<file path="src/rtl/gcd_driver.sv">
// Handshaking driver that hands operand pairs to a GCD unit, with a response timeout.
// Optional result checker enabled by defining GCD_DRIVER_CHECK_EN.
module gcd_driver #(
  parameter int TIMEOUT_CYCLES = 64
) (
  input  logic       clk,
  input  logic       reset,
  input  logic       req_valid,
  output logic       req_ready,
  input  logic [3:0] req_x,
  input  logic [3:0] req_y,
  output logic       gcd_start,
  output logic [3:0] gcd_x,
  output logic [3:0] gcd_y,
  input  logic [3:0] gcd_result,
  input  logic       gcd_done,
  output logic       rsp_valid,
  output logic [3:0] rsp_data,
  output logic       rsp_timeout,
  input  logic       rsp_ready,
  output logic       busy,
  output logic       check_err
);

  typedef enum logic [1:0] {IDLE, START, WAIT, RESP} state_t;

  localparam logic [7:0] TIMER_LAST = 8'(TIMEOUT_CYCLES - 1);

  state_t     state;
  logic [7:0] timer;

  always_ff @(posedge clk or negedge reset) begin
    if (!reset) begin
      state       <= IDLE;
      timer       <= 8'd0;
      req_ready   <= 1'b0;
      gcd_start   <= 1'b0;
      gcd_x       <= 4'd0;
      gcd_y       <= 4'd0;
      rsp_valid   <= 1'b0;
      rsp_data    <= 4'd0;
      rsp_timeout <= 1'b0;
      busy        <= 1'b0;
    end else begin
      gcd_start <= 1'b0;
      case (state)
        IDLE: begin
          req_ready <= 1'b1;
          busy      <= 1'b0;
          if (req_valid && req_ready) begin
            gcd_x     <= req_x;
            gcd_y     <= req_y;
            req_ready <= 1'b0;
            busy      <= 1'b1;
            if (req_x != 4'd0 && req_y != 4'd0) begin
              gcd_start <= 1'b1;
              state     <= START;
            end else begin
              // gcd(0,n) = n, so the unit is bypassed entirely
              rsp_data    <= req_x | req_y;
              rsp_timeout <= 1'b0;
              rsp_valid   <= 1'b1;
              state       <= RESP;
            end
          end
        end
        START: begin
          timer <= 8'd0;
          state <= WAIT;
        end
        WAIT: begin
          if (gcd_done) begin
            rsp_data    <= gcd_result;
            rsp_timeout <= 1'b0;
            rsp_valid   <= 1'b1;
            state       <= RESP;
          end else if (timer == TIMER_LAST) begin
            rsp_data    <= 4'd0;
            rsp_timeout <= 1'b1;
            rsp_valid   <= 1'b1;
            state       <= RESP;
          end else begin
            timer <= timer + 8'd1;
          end
        end
        RESP: begin
          if (rsp_ready) begin
            rsp_valid <= 1'b0;
            req_ready <= 1'b1;
            busy      <= 1'b0;
            state     <= IDLE;
          end
        end
        default: state <= IDLE;
      endcase
    end
  end

`ifdef GCD_DRIVER_CHECK_EN
  logic bad_result;

  always_comb begin
    bad_result = 1'b0;
    if (gcd_result == 4'd0)
      bad_result = 1'b1;
    else if ((gcd_x % gcd_result) != 4'd0 || (gcd_y % gcd_result) != 4'd0)
      bad_result = 1'b1;
  end

  always_ff @(posedge clk or negedge reset) begin
    if (!reset)
      check_err <= 1'b0;
    else if (state == WAIT && gcd_done && bad_result)
      check_err <= 1'b1;
  end
`else
  assign check_err = 1'b0;
`endif

endmodule

</file>
<file path="config.mk">
export PLATFORM = sky130hd
export DESIGN_NAME = gcd_driver
export DESIGN_NICKNAME = d
export VERILOG_FILES = /design/src/rtl/gcd_driver.sv
export SDC_FILE = /design/constraint.sdc
export NUM_CORES = 1
export LEC_CHECK = 0
export BUFFER_PORTS_ARGS = -buffer_cell sky130_fd_sc_hd__buf_2
export CORE_MARGIN = 1.5
export CORE_UTILIZATION = 35
export DETAILED_ROUTE_END_ITERATION = 8
export PLACE_DENSITY = 0.54
export SYNTH_ARGS = -nofsm -noshare
export SYNTH_HDL_FRONTEND = slang
export SYNTH_SLANG_ARGS = --single-unit
</file>
<file path="constraint.sdc">
create_clock -name clk -period 4.8 [get_ports clk]
set_input_delay 0.96 -clock clk [delete_from_list [all_inputs] [get_ports clk]]
set_output_delay 0.96 -clock clk [all_outputs]
set_load 0.02 [all_outputs]
</file>
# --- Word level (Yosys, flattened, before mapping) ---
# Index checks and enable logic that the tools add are counted.
word_totals:
  ff_bits: 27
  output_inout_bits: 18
  word_cells: 69
classes:
  n_addsub: 1
  n_eq_ne: 10
  mux: 32
  n_bitwise: 1
  reduce_logical: 15
ops:
  columns: ["op", "n"]
  rows:
  - ["two-way mux 4 bit", 4]
  - ["two-way mux 8 bit", 2]
  - ["case mux 8 bit (2 select lines)", 1]
  - ["two-way mux 1 bit", 14]
  - ["two-way mux 2 bit", 5]
  - ["!= test 2 bit (second input constant)", 5]
  - ["adder 8 x 1 -> 8 bit (second input constant)", 1]
  - ["== test 8 x 6 -> 1 bit (second input constant)", 1]
  - ["case mux 2 bit (4 select lines)", 1]
  - ["case mux 4 bit (2 select lines)", 1]
  - ["nonzero test 4 bit", 2]
  - ["case mux 1 bit (2 select lines)", 3]
  - ["AND reduction 3 bit", 2]
  - ["nonzero test 2 bit", 3]
  - ["AND reduction 5 bit", 1]
  - ["== test 2 bit (second input constant)", 2]
  - ["bitwise OR 4 bit", 1]
  - ["AND reduction 2 bit", 2]
  - ["AND reduction 4 bit", 1]
  - ["!= test 3 bit (second input constant)", 1]
  - ["case mux 1 bit (3 select lines)", 1]
  - ["nonzero test 3 bit", 1]
  - ["== test 2 x 1 -> 1 bit (second input constant)", 1]
  - ["logical AND 1 bit", 2]
  - ["logical NOT 2 bit", 1]

# --- Depth between registers and ports, before layout ---
# Gate-level depths: netlist of run 1.
depth:
  word_depth: 5
  depth_mapped: 8

# --- Worst setup path after synthesis of run 1 ---
# Ideal clock, no wire load.
synth_timing:
  path_type: "input to register"
  start: "input port req_y[0]"
  end: "register rsp_data[0]"
  setup_ns: 0.125
  t_arrival_ns: 2.185
  required_ns: 4.675
  setup_slack_ns: 2.490
  stages: 5
  cell_sequence: "or4_1 -> nand3_2 -> and4_1 -> buf_6 -> mux2_4"
synth_between:
  elab_chain_cells: 4
synth_rtl:
  columns: ["item", "line_no", "source"]
  rows:
  - ["from (decl)", "11", "input logic [3:0] req_y,"]
  - ["nonzero test 4 bit / bitwise OR 4 bit (equally long branches)", "55, 60", null]
  - ["logical AND 1 bit / two-way mux 4 bit (equally long branches)", "55", "if (req_x != 4'd0 && req_y != 4'd0) begin"]
  - ["!= test 2 bit (no source line) / two-way mux 4 bit (equally long branches)", null, null]
  - ["AND reduction 4 bit (no source line) / case mux 4 bit (2 select lines) (equally long branches)", null, null]
  - ["to (signal assigned)", "60", "rsp_data <= req_x | req_y;"]
  - ["to (signal assigned)", "73", "rsp_data <= gcd_result;"]
  - ["to (decl)", "18", "output logic [3:0] rsp_data,"]
# Several ways; a longest one is shown, not always the timed one. The select of a mux whose other input is x is not followed.
# A chain may end at the register's enable or synchronous reset.

# --- Worst setup path after layout of run 1 ---
layout_timing:
  start: "input port req_x[0]"
  end: "register rsp_data[1]"
layout_between:
  elab_chain_cells: 4
layout_rtl:
  columns: ["item", "line_no", "source"]
  rows:
  - ["from (decl)", "10", "input logic [3:0] req_x,"]
  - ["nonzero test 4 bit", "55", null]
  - ["logical AND 1 bit", "55", null]
  - ["!= test 2 bit (no source line)", null, null]
  - ["AND reduction 4 bit (no source line)", null, null]
# No other way between the ends.

==> out/metrics.cfg, run 1 <==
[outcome]
status=complete, no violations

[routing]
via_per_inst=4.88
drt_wl_total_um=2790
route.vias.total=1005
wl_per_cell_um=13.5
antenna_left=0
dr.pass1.iters=4
drc=0
dr.first_iter.drc_count=30

[synth]
ys.flop_type=dfrtp_1
synth_warnings=0
avgSynthCellArea_sq_um=11.0
seq_area_frac_synth=0.492
synth_edf_count=0
ys_types=36
synthArstFlopShare=1.00
synth_nets=147
syn_inst=125
synth_area_sq_mm=0.00137
ys_ff_latch=27

[critical_path]
timing.rr.start=state[0]
required_ns=4.96
crit_fanout=6
cp-startpoint=req_x[0]
path_class=primary input to register
startpoint_type=primary input
crit_arrival_ns=2.44
end_kind=register

[final_layout]
syn_to_final_growth_pct=17.7
final_cell_count_no_fill=206
layout.nets=181
post-route-util=0.435
final_area_sq_mm=0.00162
num_antenna_cells=0
drive_gt1_frac=0.329

[clocking]
ctsLongestPathBuffers=2
clkTransAtPathRegs_ns=0.09
cts_resized=0
clk_latency_ns=0.27
htree_levels=1
root_buffer=clkbuf_8
cts_setup_buffers=0
cts_made_buffers=3
tritoncts=done
ctsHoldBuffers=0
numClockSinks=27

[placed_design]
dp_hpwl_um=2210
portBuffers=33
place_area_sq_mm=0.00157
place.gp.congestion=0.763
place_inst=202

[worst_hold_path]
hold_start=gcd_x[2]
min_path_type=register to register

[power_and_ir_drop]
p_int_w=0.000591
combPwrFrac=0.496
pwr-share-seq=0.376
peakVddDrop_uv=281
p_clk_frac=0.128
swShare=0.401
finalPower_w=0.000985
switching_power_w=0.000395
power_density_mw_per_mm2=609
power_leakage_nw=0.756

[timing]
clock_skew_ns=0.00517
tightestPinTransition_ns=0.613
setup_viol=0
fin_setup_tns_ns=0
finalCritPeriodShare=0.476
maxSlewViolCount=0
rsz0062_at_grt=false
finalHoldViolations=0
finalCriticalPeriod_ns=2.29
max_freq_ghz=0.437
relSlewSlack=0.591

[global_routing]
grt_max_degree=28
globalRoute.totalOverflow=0
grt_pass1_wl_um=4870
grtUsageTotal=0.148
grt_pass1_vias=1035
antenna_found_initial=0

[die]
die_x_um=65.7
core_region_area_sq_mm=0.00372
ioPinCount=35
row_count=22
start_util=0.370
fp.dieArea_sq_mm=0.00431
die_height_um=65.7

[job]
drv_cap=0

registers in the layout (all words and copies together) (netlist names), 2 cells and up:
| name | count |
|---|---|
| timer | 8 |
| rsp_data | 4 |
| state | 2 |
| gcd_y | 4 |
| gcd_x | 4 |
cell families (layout without fill, tap and decap cells):
family / count (synthesis) / count (layout) / synth area share
AOI/OAI and AO/OA: 20 / 20 / 0.0902
xor gates and xnor gates: 4 / 4 / 0.0255
adders and majority gates: 5 / 5 / 0.0455
buffers and inverters: 8 / 41 / 0.0310
DFF: 27 / 27 / 0.492
muxes: 15 / 15 / 0.132
other: 1 / 1 / 0.00273
and+or+nand+nor: 45 / 45 / 0.181
routing by layer:
layer | track usage | vias up | share of wire
met3 | 0.0274 | 2 | 0.030
met2 | 0.236 | 15 | 0.47
li1 | - | 507 | -
met5 | 0 | - | 0
met4 | 0.0469 | 0 | 0.0082
met1 | 0.202 | 481 | 0.49
power groups by stage:
stage	logic (W)	registers, W	clock network, W
2_1_floorplan	0.000289	0.000451	0
3_5_place_dp	0.000496	0.000375	0
4_1_cts	0.000499	0.000371	0.000131
6_report	0.000489	0.000370	0.000126
5_1_grt	0.000540	0.000385	0.000141
3_3_place_gp	0.000490	0.000371	0
final cells by class:
type / instances / area [sq um]
Clock buffer: 4 / 45.0
Fill cell: 385 / 2100
Inverter: 4 / 15.0
Multi-Input combinational cell: 90 / 656
Sequential cell: 27 / 676
Tap cell: 48 / 60.1
Timing Repair Buffer: 33 / 165
through the flow:
stage               setup WS (ns)  hold slack, ns
floorplan                    2.49           0.464
global placement             2.25           0.486
detailed placement           2.22           0.492
CTS                          2.51           0.513
global route                 2.43           0.527
finish                       2.51           0.505
critical path, stage by stage:
cell and delay, ns:
buf_2 0.11, or4_1 0.53, nand3_2 0.13, and4_1 0.38, mux2_4 0.33
layout by cell type, fill, tap and decap left out, drive strengths merged, types with 5 or more instances in the layout:
cell type | Yosys | layout
buf | 3 | 33
dfrtp | 27 | 27
ha | 5 | 5
mux2 | 13 | 13
nand2 | 8 | 8
nand3 | 9 | 9
nor2 | 10 | 10
o21ai | 8 | 8
final timing paths:
| kind | endpoint | slack [ns] | cells past startpoint |
|---|---|---|---|
| min | gcd_x[2] | 0.50 | 1 |
| max | rsp_data[1] | 2.51 | 5 |
| min in group asynchronous | timer[2] | 0.70 | 1 |
| max reg2reg | rsp_data[1] | 2.63 | 6 |
| max in group asynchronous | gcd_x[2] | 3.71 | 1 |
| min reg2reg | gcd_x[2] | 0.50 | 1 |
Yosys cell counts, types with 2 or more instances:
library cell  count  share of area
dfrtp_1          27           0.49
nor2_1           10          0.027
mux2_2            9          0.074
nand2_1           8          0.022
nand3_1           8          0.029
o21ai_0           8          0.029
ha_1              5          0.046
inv_1             4          0.011
mux2_4            4          0.044
xnor2_1           4          0.025
a21oi_1           3          0.011
nand2b_1          3          0.014
nor2b_1           3          0.014
or4_1             3          0.016
a211oi_1          2          0.011
a21o_1            2          0.011
and4_1            2          0.013
mux2i_1           2          0.015
No activity file was read; power rests on OpenSTA's default activity.
==> run 2, diff against run 1 <==
--- a/config.mk
+++ b/config.mk
@@ -9,7 +9,7 @@
 export CORE_MARGIN = 1.5
 export CORE_UTILIZATION = 35
 export DETAILED_ROUTE_END_ITERATION = 8
-export PLACE_DENSITY = 0.54
+export PLACE_DENSITY = 0.56
 export SYNTH_ARGS = -nofsm -noshare
 export SYNTH_HDL_FRONTEND = slang
 export SYNTH_SLANG_ARGS = --single-unit
==> constraint.sdc (replaced) <==
create_clock -name clk -period 1.9 [get_ports clk]
set_input_delay 0.38 -clock clk [delete_from_list [all_inputs] [get_ports clk]]
set_output_delay 0.38 -clock clk [all_outputs]
set_load 0.02 [all_outputs]
==> out/metrics.cfg, run 2 (synthesis results as in run 1) <==
[outcome]
status=complete, no violations

[critical_path]
startpoint_type=register
crit_arrival_ns=1.99
cp-startpoint=timer[0]
end_kind=register
ff2ff_setup_slack_ns=0.08
timing.rr.start=timer[0]
required_ns=2.07
crit_fanout=5
path_class=register to register

[final_layout]
layout_common_cells=buf_2 (33), dfrtp_1 (27), buf_4 (12)
regMostFlops=timer
largest_reg_flops=8
final_cell_count_no_fill=218
syn_to_final_growth_pct=25.4
drive_gt1_frac=0.394
final_common_cell=buf_2
layout.nets=193
num_antenna_cells=0

[die]
die_x_um=65.7
core_region_area_sq_mm=0.00372
start_util=0.370
ioPinCount=35
fp.dieArea_sq_mm=0.00431
row_count=22
die_height_um=65.7

[clocking]
clkTransAtPathRegs_ns=0.09
cts_made_buffers=3
numClockSinks=27
cts_resized=0
ctsHoldBuffers=0
clk_latency_ns=0.27
tritoncts=done
htree_levels=1
cts_setup_buffers=0
ctsLongestPathBuffers=2
root_buffer=clkbuf_8

[routing]
antenna_left=0
via_per_inst=5.06
route.vias.total=1104
drc=0
wl_per_cell_um=13.6
drt_wl_total_um=2970
dr.pass1.iters=4
dr.first_iter.drc_count=40

[global_routing]
grt_pass1_vias=1133
globalRoute.totalOverflow=0
grt_max_degree=28
grt_pass1_wl_um=5200
grtUsageTotal=0.156
antenna_found_initial=0

[placed_design]
dp_hpwl_um=2360
place.gp.congestion=0.776
portBuffers=33
place_inst=214

[timing]
fin_setup_tns_ns=0
tightestPinTransition_ns=0.593
finalCritPeriodShare=0.958
setup_viol=0
finalCriticalPeriod_ns=1.82
relSlewSlack=0.605
finalHoldViolations=0
maxSlewViolCount=0
clock_skew_ns=0.00185
max_freq_ghz=0.550

[job]
drv_cap=0

[worst_hold_path]
min_path_type=primary input to asynchronous set/reset pin

[power_and_ir_drop]
power_density_mw_per_mm2=1540
finalPower_w=0.00264
power_leakage_nw=0.808
peakVddDrop_uv=570

-- run 2: cell count changes in the layout (fill, tap and decap cells not counted) --
| cell | previous run | this run |
|---|---|---|
| nor3b_4 | 0 | 1 |
| nor3b_2 | 1 | 0 |
| ha_1 | 5 | 3 |
| a211oi_1 | 2 | 1 |
| ha_2 | 0 | 2 |
| buf_4 | 0 | 12 |
| a211oi_2 | 0 | 1 |
-- run 2: per-layer routing --
layer  share of wire  wire length (um)  up-vias  track usage
li1                -                 -      528            -
met1            0.43              1280      543        0.194
met2            0.50              1490       28        0.266
met3           0.048               142        5       0.0325
met4           0.015                45        0       0.0521
met5               0                 0        -            0
-- run 2: final cells by class --
| type | instances | area (sq um) |
|---|---|---|
| Multi-Input combinational cell | 90 | 672 |
| Sequential cell | 27 | 676 |
| Timing Repair Buffer | 45 | 255 |
| Clock buffer | 4 | 45.0 |
| Tap cell | 48 | 60.1 |
| Fill cell | 366 | 1990 |
| Inverter | 4 | 15.0 |
-- run 2: report_power, final --
| part | internal (W) | leakage, nW | switching [W] | total [W] |
|---|---|---|---|---|
| Clock | 0.000150 | 0.0228 | 0.000177 | 0.000327 |
| Sequential | 0.000795 | 0.336 | 0.000122 | 0.000917 |
| Combinational | 0.000656 | 0.449 | 0.000745 | 0.00140 |
| Total | 0.00160 | 0.808 | 0.00104 | 0.00264 |
-- run 2: path summary, 6_finish.rpt --
| kind | to | depth (start not counted) |
|---|---|---|
| hold reg to reg | timer[4] | 1 |
| setup reg to reg | rsp_data[2] | 5 |
| min in group clk | gcd_start | 3 |
| max in group asynchronous | gcd_y[1] | 1 |
| hold / removal | timer[7] | 1 |
| setup / recovery | rsp_data[2] | 5 |
-- run 2: per-stage QoR --
| stage | cell area, sq um | utilization | hold WS [ns] | worst slack [ns] |
|---|---|---|---|---|
| after detailed placement | 1660 | 0.447 | 0.435 | -0.0381 |
| after floorplan | 1370 | - | 0.0844 | 0.147 |
| after global placement | 1660 | 0.447 | 0.421 | 0.00737 |
| after global routing | 1720 | 0.464 | 0.140 | -0.0183 |
| after CTS | 1710 | 0.459 | 0.126 | 0.0474 |
| final | 1720 | 0.464 | 0.0994 | 0.0805 |
-- run 2: critical path: stages, from the launching register on --
cell	delay [ns]
dfrtp_1	0.36
ha_1	0.18
nor3b_4	0.30
a21o_1	0.19
and4_1	0.36
mux2_4	0.33
==> run 3, diff against run 2 <==
==> constraint.sdc (replaced) <==
create_clock -name clk -period 1.6 [get_ports clk]
set_input_delay 0.32 -clock clk [delete_from_list [all_inputs] [get_ports clk]]
set_output_delay 0.32 -clock clk [all_outputs]
set_load 0.02 [all_outputs]
==> out/metrics.cfg, run 3 (synthesis results as in run 1) <==
[routing]
route.met3.wl_um=78
dr.pass1.iters=4
wl_met1_um=1570
wl_met2_um=1660
drc=0
wl_per_cell_um=13.6
dr.first_iter.drc_count=10
via_per_inst=4.87
topRoutingLayerUsed=met4
antenna_left=0
drt_wl_total_um=3320
route.vias.total=1188

[critical_path]
path_class=register to register
end_kind=register
startpoint_type=register
reg2reg_depth=5
crit_fanout=5
crit_arrival_ns=1.87
ff2ff_setup_slack_ns=-0.11
required_ns=1.76
timing.rr.start=timer[0]
reg2reg_to=rsp_data[1]

[final_layout]
largest_reg_flops=8
layout.nets=219
final_cell_count_no_fill=244
syn_to_final_growth_pct=48.5
fill_cells=353
num_antenna_cells=0
regMostFlops=timer
final_common_cell=buf_4
regArea_sq_um=677
drive_gt1_frac=0.551
layout_common_cells=buf_4 (36), buf_2 (33), dfrtp_1 (26)
multiInputGateArea_sq_um=776

[worst_hold_path]
min_path_type=primary input to asynchronous set/reset pin

[clocking]
ctsHoldBuffers=0
clk_latency_ns=0.27
cts_made_buffers=3
numClockSinks=27
clkTransAtPathRegs_ns=0.10
root_buffer=clkbuf_8
ctsLongestPathBuffers=2
htree_levels=1
tritoncts=done

[timing]
finalCriticalPeriod_ns=1.71
finalHoldViolations=0
setup_viol=9
max_freq_ghz=0.583
setup_ws_ns=-0.114
clock_skew_ns=0.00490
tightestPinTransition_ns=0.622
finalCritPeriodShare=1.07
maxSlewViolCount=0
rsz0062_at_grt=true
relSlewSlack=0.585
hold_slack_ns=0.0457

[die]
die_height_um=65.7
fp.dieArea_sq_mm=0.00431
core_region_area_sq_mm=0.00372
die_x_um=65.7
ioPinCount=35
start_util=0.370
row_count=22

[placed_design]
dp_hpwl_um=2460
place.gp.congestion=0.762
portBuffers=33
place_inst=236

[global_routing]
antenna_found_initial=0
grt_pass1_vias=1194
grt_max_degree=28
grtUsageTotal=0.160
globalRoute.totalOverflow=0
grt_pass1_wl_um=5400

[outcome]
violations=setup timing
status=finished, violations left

[power_and_ir_drop]
peakVddDrop_uv=890
finalPower_w=0.00363
power_density_mw_per_mm2=1780
power_leakage_nw=0.986

[job]
drv_cap=0

==> run 3: changes by cell type in the layout (fill, tap and decap cells not counted), sizes merged <==
cell    before  now
buf         45   71
clkbuf       4    3
clkinv       0    1
==> run 3: how the worst max path moves through the flow <==
stage,start,to,cells after the start
6_report,timer[0],rsp_data[1],5
5_1_grt,timer[0],rsp_data[1],5
4_1_cts,timer[0],rsp_data[1],5
3_5_place_dp,req_y[0],rsp_data[1],5
3_3_place_gp,req_y[0],rsp_data[0],5
2_1_floorplan,timer[0],rsp_data[0],6
==> run 3: critical path, stage by stage, from the launching register on <==
cell     delay, ns
dfrtp_1       0.37
ha_2          0.19
nor3b_4       0.26
a21o_1        0.20
and4_4        0.28
mux2_4        0.31
==> run 3: area by class of cell <==
cell class | count | area share
multi-input combinational | 90 | 0.380
sequential | 27 | 0.332
timing repair buffer | 71 | 0.229
tap | 48 | 0.0294
clock buffer | 3 | 0.0202
inverter | 4 | 0.00736
clock inverter | 1 | 0.00245
==> run 3: metal layers <==
metal,up-vias,global-route usage
met4,0,0.0234
met5,-,0
met2,19,0.279
li1,584,-
met3,2,0.0240
met1,583,0.213
==> run 3: report_power, final <==
| group | internal [W] | switching (W) |
|---|---|---|
| logic | 0.00111 | 0.00102 |
| registers | 0.000947 | 0.000159 |
| clock network | 0.000174 | 0.000215 |
| total | 0.00223 | 0.00140 |
==> run 3: what timing repair did <==
action                                  CTS  global route
resized for setup                        10            12
pin swaps                                 4             4
setup buffers                             1             3
cloned                                    0             0
endpoints found under the setup margin   13            20
==> run 3: through the flow <==
stage | utilization | setup slack [ns] | area [sq um] | setup TNS [ns]
after floorplan | - | -0.116 | 1390 | -0.462
final | 0.549 | -0.114 | 2040 | -0.695
after detailed placement | 0.499 | -0.276 | 1850 | -1.83
after global placement | 0.499 | -0.259 | 1850 | -1.52
after global routing | 0.549 | -0.187 | 2040 | -1.58
after CTS | 0.527 | -0.0981 | 1960 | -0.527
